**config.mk**
```make
export PLATFORM = sky130hd
export DESIGN_NAME = vector_sequencer
export DESIGN_NICKNAME = d
export VERILOG_FILES = /design/src/rtl/vector_pkg.sv /design/src/rtl/vec_cmd_fifo.sv /design/src/rtl/vector_sequencer.sv
export SDC_FILE = /design/constraint.sdc
export NUM_CORES = 1
export LEC_CHECK = 0
export ABC_CLOCK_PERIOD_IN_PS = 4900
export CORE_ASPECT_RATIO = 1.1
export CORE_MARGIN = 2
export CORE_UTILIZATION = 28
export DETAILED_ROUTE_END_ITERATION = 16
export PLACE_DENSITY_LB_ADDON = 0.15
export SETUP_SLACK_MARGIN = 0.15
export SLEW_MARGIN = 25
export SYNTH_ARGS = -nofsm -noshare
export SYNTH_HDL_FRONTEND = slang
export SYNTH_SLANG_ARGS = --single-unit
```
**constraint.sdc**
```tcl
create_clock -name clk -period 4.9 [get_ports clk]
set_clock_uncertainty 0.2 [all_clocks]
set_input_delay 0.98 -clock clk [delete_from_list [all_inputs] [get_ports clk]]
set_output_delay 0.98 -clock clk [all_outputs]
set_load 0.05 [all_outputs]
```
**src/rtl/vector_pkg.sv**
```systemverilog
// Shared definitions for the vector command sequencer: command field layout,
// opcodes and the sequencer FSM encoding.
package vector_pkg;

  localparam int CMD_W   = 26;
  localparam int COORD_W = 12;

  localparam logic [1:0] OP_MOVE      = 2'b00;
  localparam logic [1:0] OP_DRAW      = 2'b01;
  localparam logic [1:0] OP_END_FRAME = 2'b10;
  localparam logic [1:0] OP_NOP       = 2'b11;

  typedef enum logic [2:0] {
    ST_IDLE       = 3'd0,
    ST_ISSUE      = 3'd1,
    ST_GUARD      = 3'd2,
    ST_WAIT       = 3'd3,
    ST_SETTLE     = 3'd4,
    ST_FRAME_WAIT = 3'd5
  } vec_state_e;

endpackage

```
**src/rtl/vec_cmd_fifo.sv**
```systemverilog
// Synchronous command FIFO with first-word-fall-through head; a push is
// refused while full even if a pop happens in the same cycle.
module vec_cmd_fifo #(
  parameter int DEPTH = 16,
  parameter int WIDTH = 26
) (
  input  logic             clk_i,
  input  logic             reset_i,
  input  logic             push_i,
  input  logic [WIDTH-1:0] push_data_i,
  input  logic             pop_i,
  output logic [WIDTH-1:0] head_o,
  output logic             full_o,
  output logic             empty_o
);

  localparam int AW = $clog2(DEPTH);
  localparam int CW = $clog2(DEPTH + 1);

  logic [WIDTH-1:0] mem_q [DEPTH];
  logic [AW-1:0]    wr_ptr_q;
  logic [AW-1:0]    rd_ptr_q;
  logic [CW-1:0]    count_q;
  logic             do_push;
  logic             do_pop;

  assign full_o  = (count_q == CW'(DEPTH));
  assign empty_o = (count_q == '0);
  assign do_push = push_i && !full_o;
  assign do_pop  = pop_i && !empty_o;
  assign head_o  = mem_q[rd_ptr_q];

  // Pointers wrap naturally because DEPTH is a power of two.
  always_ff @(posedge clk_i) begin
    if (reset_i) begin
      wr_ptr_q <= '0;
      rd_ptr_q <= '0;
      count_q  <= '0;
    end else begin
      if (do_push) wr_ptr_q <= wr_ptr_q + AW'(1);
      if (do_pop)  rd_ptr_q <= rd_ptr_q + AW'(1);
      case ({do_push, do_pop})
        2'b10:   count_q <= count_q + CW'(1);
        2'b01:   count_q <= count_q - CW'(1);
        default: count_q <= count_q;
      endcase
    end
  end

  always_ff @(posedge clk_i) begin
    if (do_push) mem_q[wr_ptr_q] <= push_data_i;
  end

endmodule

```
**src/rtl/vector_sequencer.sv**
```systemverilog
// Issues buffered move/draw/end-of-frame commands to the beam controller with
// a post-pulse guard, post-jump beam settle and a minimum frame period.
module vector_sequencer
  import vector_pkg::*;
#(
  parameter int FIFO_DEPTH    = 16,
  parameter int SETTLE_CYCLES = 64,
  parameter int GUARD_CYCLES  = 2,
  parameter int FRAME_CYCLES  = 100000
) (
  input  logic               clk,
  input  logic               reset,
  input  logic               cmd_valid,
  input  logic [CMD_W-1:0]   cmd_data,
  output logic               cmd_ready,
  input  logic               ctrl_ready,
  output logic [COORD_W-1:0] x,
  output logic [COORD_W-1:0] y,
  output logic               jump,
  output logic               draw,
  output logic               beam_on,
  output logic               frame_done,
  output logic               busy,
  output vec_state_e         dbg_state_o
);

  localparam int GW = (GUARD_CYCLES > 0)  ? $clog2(GUARD_CYCLES + 1)  : 1;
  localparam int SW = (SETTLE_CYCLES > 0) ? $clog2(SETTLE_CYCLES + 1) : 1;
  localparam int FW = (FRAME_CYCLES > 0)  ? $clog2(FRAME_CYCLES + 1)  : 1;

  // Command handshake: a word is taken on any clock where cmd_valid and
  // cmd_ready are both high; cmd_ready depends only on FIFO fullness.
  logic               fifo_pop;
  logic               fifo_full;
  logic               fifo_empty;
  logic [CMD_W-1:0]   fifo_head;
  logic [1:0]         head_op;

  vec_cmd_fifo #(
    .DEPTH (FIFO_DEPTH),
    .WIDTH (CMD_W)
  ) u_fifo (
    .clk_i       (clk),
    .reset_i     (reset),
    .push_i      (cmd_valid),
    .push_data_i (cmd_data),
    .pop_i       (fifo_pop),
    .head_o      (fifo_head),
    .full_o      (fifo_full),
    .empty_o     (fifo_empty)
  );

  assign cmd_ready = !fifo_full;
  assign head_op   = fifo_head[25:24];

  vec_state_e         state_q, state_d;
  logic               is_draw_q, is_draw_d;
  logic [COORD_W-1:0] x_q, x_d;
  logic [COORD_W-1:0] y_q, y_d;
  logic [GW-1:0]      guard_cnt_q, guard_cnt_d;
  logic [SW-1:0]      settle_cnt_q, settle_cnt_d;
  logic [FW-1:0]      frame_cnt_q;
  logic               frame_sat;
  logic               frame_clr;

  assign frame_sat = (frame_cnt_q == FW'(FRAME_CYCLES));

  // ctrl_ready is ignored for GUARD_CYCLES cycles counting the pulse cycle,
  // so GUARD itself lasts GUARD_CYCLES-1 cycles.
  always_comb begin
    state_d      = state_q;
    is_draw_d    = is_draw_q;
    x_d          = x_q;
    y_d          = y_q;
    guard_cnt_d  = guard_cnt_q;
    settle_cnt_d = settle_cnt_q;
    fifo_pop     = 1'b0;
    frame_clr    = 1'b0;
    case (state_q)
      ST_IDLE: begin
        if (!fifo_empty) begin
          case (head_op)
            OP_NOP: fifo_pop = 1'b1;
            OP_END_FRAME: begin
              fifo_pop = 1'b1;
              state_d  = ST_FRAME_WAIT;
            end
            default: begin
              // The head stays in the FIFO until the controller is ready.
              x_d       = fifo_head[23:12];
              y_d       = fifo_head[11:0];
              is_draw_d = (head_op == OP_DRAW);
              if (ctrl_ready) begin
                fifo_pop = 1'b1;
                state_d  = ST_ISSUE;
              end
            end
          endcase
        end
      end
      ST_ISSUE: begin
        guard_cnt_d = '0;
        state_d     = (GUARD_CYCLES > 1) ? ST_GUARD : ST_WAIT;
      end
      ST_GUARD: begin
        if (int'(guard_cnt_q) >= GUARD_CYCLES - 2) state_d = ST_WAIT;
        else guard_cnt_d = guard_cnt_q + GW'(1);
      end
      ST_WAIT: begin
        if (ctrl_ready) begin
          if (is_draw_q || SETTLE_CYCLES == 0) begin
            state_d = ST_IDLE;
          end else begin
            settle_cnt_d = '0;
            state_d      = ST_SETTLE;
          end
        end
      end
      ST_SETTLE: begin
        if (int'(settle_cnt_q) >= SETTLE_CYCLES - 1) state_d = ST_IDLE;
        else settle_cnt_d = settle_cnt_q + SW'(1);
      end
      ST_FRAME_WAIT: begin
        if (frame_sat) begin
          frame_clr = 1'b1;
          state_d   = ST_IDLE;
        end
      end
      default: state_d = ST_IDLE;
    endcase
  end

  always_ff @(posedge clk) begin
    if (reset) begin
      state_q      <= ST_IDLE;
      is_draw_q    <= 1'b0;
      x_q          <= '0;
      y_q          <= '0;
      guard_cnt_q  <= '0;
      settle_cnt_q <= '0;
      frame_cnt_q  <= '0;
    end else begin
      state_q      <= state_d;
      is_draw_q    <= is_draw_d;
      x_q          <= x_d;
      y_q          <= y_d;
      guard_cnt_q  <= guard_cnt_d;
      settle_cnt_q <= settle_cnt_d;
      if (frame_clr)       frame_cnt_q <= '0;
      else if (!frame_sat) frame_cnt_q <= frame_cnt_q + FW'(1);
    end
  end

  assign x           = x_q;
  assign y           = y_q;
  assign jump        = (state_q == ST_ISSUE) && !is_draw_q;
  assign draw        = (state_q == ST_ISSUE) && is_draw_q;
  assign beam_on     = is_draw_q && ((state_q == ST_ISSUE) || (state_q == ST_GUARD) ||
                                     (state_q == ST_WAIT));
  assign frame_done  = (state_q == ST_FRAME_WAIT) && frame_sat;
  assign busy        = (state_q != ST_IDLE) || !fifo_empty;
  assign dbg_state_o = state_q;

endmodule
```
# --- Yosys cells after proc, flatten, opt, wreduce, memory -nomap -nowiden ---
# Memory sizes are Yosys's and may differ from the RTL's. A register that Yosys moved wholly into a read port is not among the register bits.
# Index checks and enable logic that the tools add are counted.
totals:
  out_inout_bits: 33
  register_bits: 65
  mem_count: 1
  ram_bits: 416
mem_list:
  columns: ["name", "words", "word_bits", "read_ports", "rd_ports_with_merged_regs", "write_ports", "line", "source"]
  rows:
  - ["u_fifo.mem_q", 16, 26, 1, 1, 1, "vec_cmd_fifo.sv:20", "logic [WIDTH-1:0] mem_q [DEPTH];"]
classes:
  eq_ne: 20
  add_sub_neg: 6
  bitwise: 2
  muxes: 23
  n_reduce_logical: 22
  magnitude_cmp: 1
ops:
  columns: ["cell", "count"]
  rows:
  - ["2-to-1 mux 7 bit", 3]
  - ["2-to-1 mux 3 bit", 6]
  - ["case mux 3 bit (6 select lines)", 1]
  - ["adder 17 x 1 -> 17 bit, second input constant", 1]
  - ["equality test 17 bit, second input constant", 1]
  - ["!= test 2 bit, second input constant", 7]
  - ["case mux 7 bit (2 select lines)", 1]
  - ["case mux 5 bit (2 select lines)", 1]
  - ["adder 4 x 1 -> 4 bit, second input constant", 2]
  - ["2-to-1 mux 1 bit", 8]
  - ["2-to-1 mux 4 bit", 2]
  - ["adder 7 x 1 -> 7 bit, second input constant", 1]
  - [">= comparator 7 x 6 -> 1 bit, second input constant", 1]
  - ["equality test 2 bit, second input constant", 3]
  - ["equality test 3 x 2 -> 1 bit, second input constant", 2]
  - ["equality test 3 bit, second input constant", 2]
  - ["logical AND 1 bit", 6]
  - ["case mux 3 bit (2 select lines)", 1]
  - ["AND reduction 6 bit", 1]
  - ["adder 5 x 1 -> 5 bit, second input constant", 1]
  - ["equality test 5 bit, second input constant", 1]
  - ["zero test 5 bit", 1]
  - ["subtractor 5 x 1 -> 5 bit, second input constant", 1]
  - ["equality test 2 x 1 -> 1 bit, second input constant", 2]
  - ["other kinds (11)", 18]

# --- Depth between registers and ports, before layout ---
# Gate-level depths: netlist of the first run.
depth:
  depth_word: 8
  depth_mapped: 14
  depth_no_buf: 12

# --- Hierarchy ---
# A second synthesis of the first run with hierarchy kept.
unflattened:
  hier_cells: 1039
  area_unflattened_um2: 18894.4
modules_own_cells:
  columns: ["mod", "area_each_um2", "cells_per_inst", "seq_area_each_um2", "n_inst"]
  rows:
  - ["vec_cmd_fifo", 16572.1, 763, 12832.3, 1]
  - ["vector_sequencer", 2322.2, 276, 1041.0, 1]

# --- Worst setup path after synthesis of the first run ---
# No wires, ideal clock.
synth_timing:
  kind: "input to register"
  from: "input port cmd_valid"
  to: "memory u_fifo.mem_q[3][0] (enable)"
  arrival_time_ns: 3.463
  cell_stages: 3
  required_ns: 4.258
  setup_slack_ns: 0.795
  path_buffers: 0
  setup_ns: 0.442
  path_cell_list: "a21boi_1 nand2_1 nor3_1"
synth_via:
  elab_chain_cells: 3
synth_lines:
  columns: ["element", "line", "source"]
  rows:
  - ["start, declared", "vector_sequencer.sv:13", "input logic cmd_valid,"]
  - ["logical AND 1 bit", "vec_cmd_fifo.sv:29", "assign do_push = push_i && !full_o;"]
  - ["2-to-1 mux 1 bit", "vec_cmd_fifo.sv:51", "if (do_push) mem_q[wr_ptr_q] <= push_data_i;"]
  - ["2-to-1 mux 1 bit (not written as such)", "vec_cmd_fifo.sv:51", null]
  - ["end, declared", "vec_cmd_fifo.sv:20", null]
# No other way between the ends.

# --- Worst setup path in the final report of the first run ---
layout_timing:
  from: "register frame_cnt_q[3]"
  to: "output port frame_done"
layout_via:
  elab_chain_cells: 2
layout_lines:
  columns: ["element", "line", "source"]
  rows:
  - ["start, declared", "vector_sequencer.sv:62", "logic [FW-1:0] frame_cnt_q;"]
  - ["start signal, assigned", "vector_sequencer.sv:150", "else if (!frame_sat) frame_cnt_q <= frame_cnt_q + FW'(1);"]
  - ["equality test 17 bit", "vector_sequencer.sv:66", "assign frame_sat = (frame_cnt_q == FW'(FRAME_CYCLES));"]
  - ["logical AND 1 bit", "vector_sequencer.sv:160", "assign frame_done = (state_q == ST_FRAME_WAIT) && frame_sat;"]
  - ["end, declared", "vector_sequencer.sv:22", "output logic frame_done,"]
# No other way between the ends.

==> impl_metrics.toml, run 1 <==
[timing]
max-slew-margin-rel = 0.3057
max_freq_mhz = 232.5
worst_slew_pin_slew_ps = 1039
hold_viol = 0
setup_viol = 0
rsz0062_at_grt = "no"
period_share = 0.8779
worst_slack_ps = 598.1
slew_violations = 0
period_minus_slack_ps = 4302
tns_ps = 0

[pwr]
ir_drop_mv = 0.3024
p_leak_uw = 0.006892
p_per_area_mw_per_mm2 = 511.8

[logic_synthesis]
async_flop_share = 0
synth_flop_cell = "edfxtp_1"
synth_simple_gate_area_frac = 0.04289
syn_inst = 982
synth.avg_cell_area_um2 = 19.22
ys_ff_latch = 485
yosysSeqAreaShare = 0.7351
synth_compound_area_frac = 0.03010
synth.distinct_cells = 60
synth_top_family_by_area = "multiplexers"
synthXorXnorAreaFrac = 0.01207
synth_edf_count = 416
synth.mux.area_fraction = 0.1569
syn_nets = 1024
syn-cell-area_mm2 = 0.01887
synth_warnings = 0
synthAdderAreaFrac = 0.007955

[job]
maxCapViolCount = 0

[placement]
numPortBuffers = 62
place_hpwl_um = 27500
gp_routability_congestion = 0.6970
place_ws_ps = 697.7

[setup_path]
slowest_delay_ps = 810
worst_setup_path_start_kind = "flop"
critPathTopFamily = "simple AND/OR/NAND/NOR gates"
cp_slowest_cell = "clkdlybuf4s50_1"
critical_path_required_ps = 3720
worstPathArrival_ps = 3120
crit_buf_inv = 1
critical_path.max_fanout = 6
critical_path_class = "reg2out"
cp_cell_sequence = "or4b_1 -> nor4_2 -> nand2_1 -> nor2_1 -> clkdlybuf4s50_1"
cp-end-kind = "output pin"

[floorplanning]
die_w_um = 251.5
die_h_um = 276.3
coreArea_mm2 = 0.06652
start_util = 0.2837
num_rows = 99
ioPinCount = 63
die-area_mm2 = 0.06950

[routing]
top_layer_used = "met4"
post-route-drc-count = 0
ant_nets = 0
wl_per_cell_um = 23.38
routed_via_density = 4.754
wl_um = 46510
dr_wl_met3_um = 1421
wl_met1_um = 21470
wl_met2_um = 22740
first_iter_violations = 585
via_count = 9456
firstDrtPassIters = 5

[grt]
grt_pass1_wl_um = 68540
grt_pass1_vias = 9993
grt-ovfl-total = 0
grt_usage = 0.1346
grt_max_degree = 53
antenna_found_initial = 0

[clocking]
cts_tree = "yes"
cts_root_buffer = "clkbuf_16"
cts_buffers = 54
clk_latency_ps = 610
clock_sinks = 485
cts_hold_buf = 0
postCtsSetupRepairBufs = 0
cts_resized = 0
h-tree-depth = 2
clkTransAtPathRegs_ps = 60
cts_buffer_depth = 3

[finish]
syn2layout_area_growth_pct = 19.72
fin_util = 0.3397
num_antenna_cells = 0
drive_above_1_share = 0.2546
n_fill_cell = 6310
nets = 1127

[hold_path]
hold_path.class = "reg2reg"

[status]
status = "completed"
path summary, 6_finish.rpt:
check	startpoint	endpoint	slack [ps]	depth (start not counted)
worst max register to register	flop	u_fifo.count_q[4]	1180	13
worst max-delay path	frame_cnt_q[3]	frame_done	600	5
worst min-delay path	settle_cnt_q[6]	settle_cnt_q[6]	250	2
worst min register to register	settle_cnt_q[6]	settle_cnt_q[6]	250	2
worst min-delay path, stage by stage (launching register included):
cell     delay, ps
dfxtp_1        300
inv_1           60
nor2_1          50
state kept, by name, indices dropped and copies added, names as in the netlist, 4 cells and up, named ones only:
signal / cells
u_fifo.count_q: 5
u_fifo.mem_q: 416
frame_cnt_q: 17
y: 12
settle_cnt_q: 7
x: 12
u_fifo.wr_ptr_q: 4
u_fifo.rd_ptr_q: 4
Yosys cell counts (2+ instances only):
cell / count / area share
inv_1: 15 / 0.0030
o21ai_0: 7 / 0.0019
o31ai_1: 2 / 0.00080
buf_2: 13 / 0.0034
nor3_1: 9 / 0.0024
nor4_1: 4 / 0.0013
xor2_1: 9 / 0.0042
mux4_2: 127 / 0.15
dfxtp_1: 69 / 0.073
or3b_2: 2 / 0.00093
nand2b_1: 5 / 0.0017
o21ai_1: 23 / 0.0061
buf_4: 4 / 0.0016
nor2_1: 50 / 0.0099
nor4b_1: 2 / 0.00093
xnor2_1: 17 / 0.0079
edfxtp_1: 416 / 0.66
a21boi_0: 3 / 0.0012
or2_2: 4 / 0.0013
a211oi_1: 2 / 0.00080
nand4_1: 5 / 0.0017
and2_1: 2 / 0.00066
o2111ai_1: 2 / 0.00093
a21oi_1: 41 / 0.011
clkbuf_1: 29 / 0.0058
mux2i_1: 3 / 0.0016
mux2_2: 5 / 0.0030
nor2b_1: 2 / 0.00066
nand2_1: 21 / 0.0042
or4_1: 3 / 0.0012
nand3_1: 36 / 0.0095
nand3b_1: 3 / 0.0012
o22a_1: 2 / 0.00093
or3_1: 4 / 0.0013
buf_1: 5 / 0.00099
ha_1: 12 / 0.0080
cell usage in the layout, fill, tap and decap left out, types with 3 or more instances in the layout:
| master | instances |
|---|---|
| a21oi_1 | 41 |
| mux4_2 | 127 |
| dfxtp_1 | 66 |
| clkinv_1 | 8 |
| inv_1 | 15 |
| nand2_1 | 21 |
| clkbuf_1 | 9 |
| o21ai_0 | 7 |
| nor3_1 | 5 |
| or4_1 | 3 |
| nor2_1 | 38 |
| nand3b_1 | 3 |
| bufinv_16 | 3 |
| edfxtp_1 | 416 |
| clkbuf_8 | 6 |
| mux2_2 | 5 |
| nand4_1 | 5 |
| nor4_1 | 4 |
| or3_1 | 4 |
| buf_12 | 5 |
| nor2_4 | 12 |
| or2_2 | 4 |
| a21boi_0 | 3 |
| clkbuf_16 | 55 |
| clkinv_2 | 13 |
| o21ai_1 | 23 |
| clkinvlp_4 | 4 |
| buf_4 | 31 |
| mux2i_1 | 3 |
| clkdlybuf4s50_1 | 61 |
| nand3_1 | 36 |
| xnor2_1 | 17 |
| ha_1 | 12 |
| xor2_1 | 9 |
| nand2b_1 | 4 |
| nor3_2 | 4 |
cell families (layout without fill, tap and decap cells):
group                    count (synthesis)  in the layout
AO/OA/AOI/OAI                           96             96
XOR/XNOR                                26             26
adder cells (fa/ha/maj)                 12             12
buffers and inverters                   67            216
flip-flops                             485            485
multiplexers                           136            136
AND/OR/NAND/NOR                        160            160
per-layer routing:
| metal | global-route usage | up-vias |
|---|---|---|
| li1 | - | 4194 |
| met1 | 0.1855 | 5045 |
| met2 | 0.2221 | 160 |
| met3 | 0.01986 | 57 |
| met4 | 0.03617 | 0 |
| met5 | 0 | - |
power by group:
part | internal (uW) | leakage, uW | switching, uW
Clock | 2320 | 0.000870 | 1690
Combinational | 1090 | 0.00170 | 1590
Sequential | 4710 | 0.00432 | 163
Total | 8120 | 0.00689 | 3450
final cells by class:
cell class / count / area, um2 / share of cell area
repair buffers: 98 / 948.4 / 0.04198
inverters: 16 / 60.06 / 0.002658
flip-flops and latches: 485 / 13880 / 0.6144
multi-input cells: 430 / 4845 / 0.2144
well taps: 858 / 1074 / 0.04751
clock buffers: 70 / 1493 / 0.06606
clock inverters: 32 / 292.8 / 0.01296
per-stage QoR:
stage / power (uW) / area (um2) / cells / hold WS (ps)
final: 11560 / 22590 / 1989 / 252.9
after detailed placement: 7718 / 20810 / 1887 / 239.3
after floorplan: 6759 / 18870 / 982 / 215.8
after CTS: 11780 / 22590 / 1989 / 255.6
after global routing: 12090 / 22590 / 1989 / 286.3
after global placement: 7725 / 20810 / 1887 / 234.9
(Power assumes the default switching activity.)
==> run 2, diff against run 1 <==
--- a/config.mk
+++ b/config.mk
@@ -15,4 +15,5 @@
 export SLEW_MARGIN = 25
 export SYNTH_ARGS = -nofsm -noshare
 export SYNTH_HDL_FRONTEND = slang
+export SYNTH_HIERARCHICAL = 1
 export SYNTH_SLANG_ARGS = --single-unit
==> run 2 against run 1 <==
Compared with the run above: global-route usage is 0.16 points lower; combinational power down 35%; routed wire length fell by 2.3%; sequential power fell by 1%; cell area fell by 0.95%; synthesized area is 0.11% higher; hold slack worse by 2.3 ps; utilization shrank 0.32 points; sequential share of layout area grew 0.58 points; clock power down 6.0%; largest cell class unchanged.
==> impl_metrics.toml, run 2 <==
[grt]
grt_pass1_wl_um = 68770
antenna_found_initial = 0
grt_usage = 0.1330
grt-ovfl-total = 0
grt_pass1_vias = 10200
grt_max_degree = 57

[setup_path]
cp-end-kind = "output pin"
critical_path.max_fanout = 8
worstPathArrival_ps = 2970
cp_cell_sequence = "or4_4 -> nor2_1 -> nand3_1 -> clkdlybuf4s50_1"
critical_path_required_ps = 3720
cp_slowest_cell = "clkdlybuf4s50_1"
critical_path_class = "reg2out"
slowest_delay_ps = 730
worst_setup_path_start_kind = "flop"

[clocking]
cts_tree = "yes"
cts_root_buffer = "clkbuf_16"
cts_buffer_depth = 3
clkTransAtPathRegs_ps = 60
postCtsSetupRepairBufs = 0
cts_hold_buf = 0
cts_buffers = 54
clk_latency_ps = 600
cts_resized = 0
clock_sinks = 485
h-tree-depth = 2

[finish]
drive_above_1_share = 0.2163
final_cell_mix = "edfxtp_1 (416), mux4_2 (104), nand2_1 (88), dfxtp_1 (67), clkdlybuf4s50_1 (61)"
mostFrequentLayoutCell = "edfxtp_1"
num_antenna_cells = 0
final_cells = 2037
syn2layout_area_growth_pct = 18.45
finalInstanceArea_mm2 = 0.02238
top_register = "u_fifo/mem_q"
largestRegisters = "u_fifo/mem_q x416, frame_cnt_q x17"
nets = 1174
largest_reg_flops = 416

[logic_synthesis]
synthXorXnorAreaFrac = 0.01113
synth_top_family_by_area = "multiplexers"
synth.distinct_cells = 59
syn-cell-area_mm2 = 0.01889
yosysSeqAreaShare = 0.7343
synth.mux.area_fraction = 0.1273
synth_warnings = 6
syn_nets = 1080
synth_flop_cell = "edfxtp_1"
synthAdderAreaFrac = 0.007284
synth_top_area_frac = 0.6611
synthTopCellsByCount = "edfxtp_1 (416), mux4_2 (104), nand2_1 (88)"
syn_inst = 1039
synth_simple_gate_area_frac = 0.05629
synth.avg_cell_area_um2 = 18.19
ys_ff_latch = 485
yosysMostFrequentCell = "edfxtp_1"
yosysTopAreaCell = "edfxtp_1"
async_flop_share = 0
synth_edf_count = 416
synth_compound_area_frac = 0.04404
synth_area_leaders = "edfxtp_1 (66%), mux4_2 (12%), dfxtp_1 (7.3%)"

[pwr]
ir_drop_mv = 0.2669
p_leak_uw = 0.007013
p_per_area_mw_per_mm2 = 460.3

[timing]
max-slew-margin-rel = 0.3682
slew_violations = 0
setup_viol = 0
whs_ps = 250.6
hold_viol = 0
period_share = 0.8462
rsz0062_at_grt = "no"
worst_slew_pin_slew_ps = 945.5
max_freq_mhz = 241.2
tns_ps = 0
period_minus_slack_ps = 4147

[floorplanning]
num_rows = 99
die-area_mm2 = 0.06958
ioPinCount = 63
coreArea_mm2 = 0.06652
die_w_um = 251.7
die_h_um = 276.4
start_util = 0.2841

[routing]
post-route-drc-count = 0
first_iter_violations = 603
ant_nets = 0
wl_um = 45430
wl_per_cell_um = 22.30
firstDrtPassIters = 4
via_count = 9628
routed_via_density = 4.727

[hold_path]
hold_path.class = "reg2reg"

[job]
maxCapViolCount = 0

[placement]
dp.cells = 1933
numPortBuffers = 62
placed_area_mm2 = 0.02068
place_hpwl_um = 26030
gp_routability_congestion = 0.7187

[status]
status = "completed"
run 2: critical path, delay by kind of cell (launching register included):
kind | cells | cell delay (ps)
and+or+nand+nor | 3 | 1260
buffers and inverters | 1 | 730
DFF | 1 | 380
run 2: kinds of logic after synthesis:
family | after synthesis
xor gates and xnor gates | 24
DFF | 485
and+or+nand+nor | 219
adders and majority gates | 11
AOI/OAI and AO/OA | 117
buffers and inverters | 73
muxes | 110
run 2: final timing paths:
check	end	slack (ps)	cells after the start	startpoint
max	busy	750	4	u_fifo/count_q[1]
min	y[3]	250	2	y[3]
max reg2reg	u_fifo/count_q[4]	1040	14	flop
min reg2reg	y[3]	250	2	y[3]
run 2: layout make-up:
class                   count  area, um2
well taps                 858       1074
fillers                  6283      44140
clock buffers              67       1410
flip-flops and latches    485      13880
clock inverters            35      237.7
inverters                  15      56.30
multi-input cells         481       4781
repair buffers             96      940.9
run 2: per-layer routing:
metal / global-route usage / vias to the layer above / routed length (um)
li1: - / 4339 / -
met1: 0.1807 / 5047 / 20860
met2: 0.2195 / 177 / 21940
met3: 0.02118 / 65 / 1653
met4: 0.03877 / 0 / 962
met5: 0 / - / 0
run 2: power by group:
part	total [uW]	internal, uW	switching, uW
logic	1730	622	1110
registers	4800	4670	128
clock network	3770	2150	1620
run 2: per-stage QoR:
step | worst slack, ps | power, uW | util
2_1_floorplan | 558.0 | 6075 | -
3_3_place_gp | 814.9 | 6654 | 0.3101
3_5_place_dp | 843.0 | 6667 | 0.3110
4_1_cts | 719.4 | 10500 | 0.3357
5_1_grt | 611.1 | 10780 | 0.3365
6_report | 753.5 | 10300 | 0.3365
==> run 3, diff against run 2 <==
--- a/config.mk
+++ b/config.mk
@@ -5,7 +5,7 @@
 export SDC_FILE = /design/constraint.sdc
 export NUM_CORES = 1
 export LEC_CHECK = 0
-export ABC_CLOCK_PERIOD_IN_PS = 4900
+export ABC_CLOCK_PERIOD_IN_PS = 3400
 export CORE_ASPECT_RATIO = 1.1
 export CORE_MARGIN = 2
 export CORE_UTILIZATION = 28
==> constraint.sdc (replaced) <==
create_clock -name clk -period 3.4 [get_ports clk]
set_clock_uncertainty 0.2 [all_clocks]
set_input_delay 0.68 -clock clk [delete_from_list [all_inputs] [get_ports clk]]
set_output_delay 0.68 -clock clk [all_outputs]
set_load 0.05 [all_outputs]
==> run 3 against run 2 <==
Compared with the run above: cell area rose by 1.6%; setup slack got worse by 600 ps; critical path depth rose by 9; sequential share of layout area fell by 0.97 points; via count rose by 1.9%; critical endpoint is now u_fifo/count_q[2].
==> impl_metrics.toml, run 3 (same netlist as run 2, synthesis figures left out) <==
[grt]
use_met3 = 0.02598
busiest_layer = "met2"
grt_pass1_wl_um = 71130
antenna_found_initial = 2
gr-usage-met2 = 0.2321
grt_usage = 0.1406
grt_max_degree = 61
grt_pass1_vias = 10160
grt-ovfl-total = 0
gr-usage-met1 = 0.1924

[finish]
syn2layout_area_growth_pct = 20.32
top_register = "u_fifo/mem_q"
multi_input_area_mm2 = 0.004865
num_antenna_cells = 0
largestRegisters = "u_fifo/mem_q x416, frame_cnt_q x17"
n_fill_cell = 6251
final_cells = 2062
finalInstanceArea_mm2 = 0.02273
largest_reg_flops = 416
drive_above_1_share = 0.2425
final_cell_mix = "edfxtp_1 (416), mux4_2 (104), nand2_1 (87), dfxtp_1 (67), buf_4 (59)"
mostFrequentLayoutCell = "edfxtp_1"
nets = 1201
seq_area_mm2 = 0.01388
fin_util = 0.3418

[placement]
dp.cells = 1953
gp_routability_congestion = 0.7065
place_hpwl_um = 25400
placed_area_mm2 = 0.02090
numPortBuffers = 62

[clocking]
cts_tree = "yes"
clk_latency_ps = 600
h-tree-depth = 2
clkTransAtPathRegs_ps = 60
cts_root_buffer = "clkbuf_16"
cts_buffers = 53
cts_buffer_depth = 3
cts_hold_buf = 0
clock_sinks = 485

[timing]
period_share = 0.9556
tns_ps = 0
worst_slew_pin_slew_ps = 1017
rsz0062_at_grt = "yes"
max_freq_mhz = 307.8
period_minus_slack_ps = 3249
slew_violations = 0
max-slew-margin-rel = 0.3220
hold_viol = 0
setup_viol = 0

[floorplanning]
start_util = 0.2841
num_rows = 99
coreArea_mm2 = 0.06652
ioPinCount = 63
die_w_um = 251.7
die-area_mm2 = 0.06958
die_h_um = 276.4

[setup_path]
worstPathArrival_ps = 3550
cp-end-kind = "flop"
cp_slowest_cell = "mux4_2"
cp_cell_sequence = "mux4_2 -> a22oi_2 -> nand2_2 -> nor2_4 -> nor4_4 -> o21ai_4 -> inv_2 -> ha_4 -> xor2_1 -> ha_2 -> o21a_1 -> or4_1 -> a21oi_1"
critical_path_class = "reg2reg"
critical_path_required_ps = 3700
slowest_delay_ps = 520
crit_buf_inv = 1
critPathTopFamily = "simple AND/OR/NAND/NOR gates"
worst_setup_path_start_kind = "flop"
critical_path.max_fanout = 7

[pwr]
p_per_area_mw_per_mm2 = 676.3
total_power_uw = 15370
p_leak_uw = 0.007162
ir_drop_mv = 0.3840

[status]
status = "completed"

[routing]
first_iter_violations = 606
via_count = 9814
wl_per_cell_um = 23.65
wl_um = 48760
firstDrtPassIters = 5
routed_via_density = 4.759
post-route-drc-count = 0
ant_nets = 0

[hold_path]
hold_path.class = "reg2reg"

[job]
maxCapViolCount = 0
run 3: cell count changes in the layout (fill, tap and decap cells not counted), sizes merged:
cell,delta
clkinvlp,+2
clkinv,-8
clkdlybuf4s50,-3
bufinv,+5
dlygate4sd2,+1
clkbuf,+1
inv,-2
buf,+29
run 3: tightest hold or removal path, cell delays in order, from the launching register on:
cell and delay, ps:
dfxtp_1 310, nand2_1 50, a21oi_1 50
run 3: final cells by class:
class / instances / share of cell area
Inverter: 15 / 0.002477
Tap cell: 858 / 0.04722
Multi-Input combinational cell: 481 / 0.2140
Timing Repair Buffer: 124 / 0.04898
Clock buffer: 67 / 0.06158
Sequential cell: 485 / 0.6106
Clock inverter: 32 / 0.01519
run 3: final timing paths:
path	startpoint	endpoint	slack, ps	depth (start not counted)
setup / recovery	flop	u_fifo/count_q[2]	150	13
hold / removal	x[7]	x[7]	260	2
setup reg to reg	flop	u_fifo/count_q[2]	150	13
hold reg to reg	x[7]	x[7]	260	2
run 3: metrics by stage:
step	setup WS, ps	hold WS, ps
after CTS	117.1	258.4
after global routing	-11.20	261.2
after floorplan	-182.1	232.1
after global placement	33.72	256.2
after detailed placement	8.511	255.4
final	150.9	259.1
run 3: power breakdown:
group | total [uW] | switching (uW) | internal (uW)
logic | 2660 | 1660 | 1010
registers | 6910 | 185 | 6730
clock network | 5800 | 2360 | 3440
run 3: repair_timing:
| item | in CTS | in global routing |
|---|---|---|
| setup endpoints to repair | 5 | 14 |
| buffers inserted | 7 | 3 |
| pin swaps | 6 | 8 |
| gates resized for setup | 5 | 5 |
| endpoints found under the hold margin | 0 | 0 |
| cloned | 0 | 0 |
run 3: routing by layer:
metal / vias up / wire [um]
li1: 4386 / -
met1: 5184 / 22170
met2: 180 / 23670
met3: 60 / 2110
met4: 4 / 789
met5: - / 33
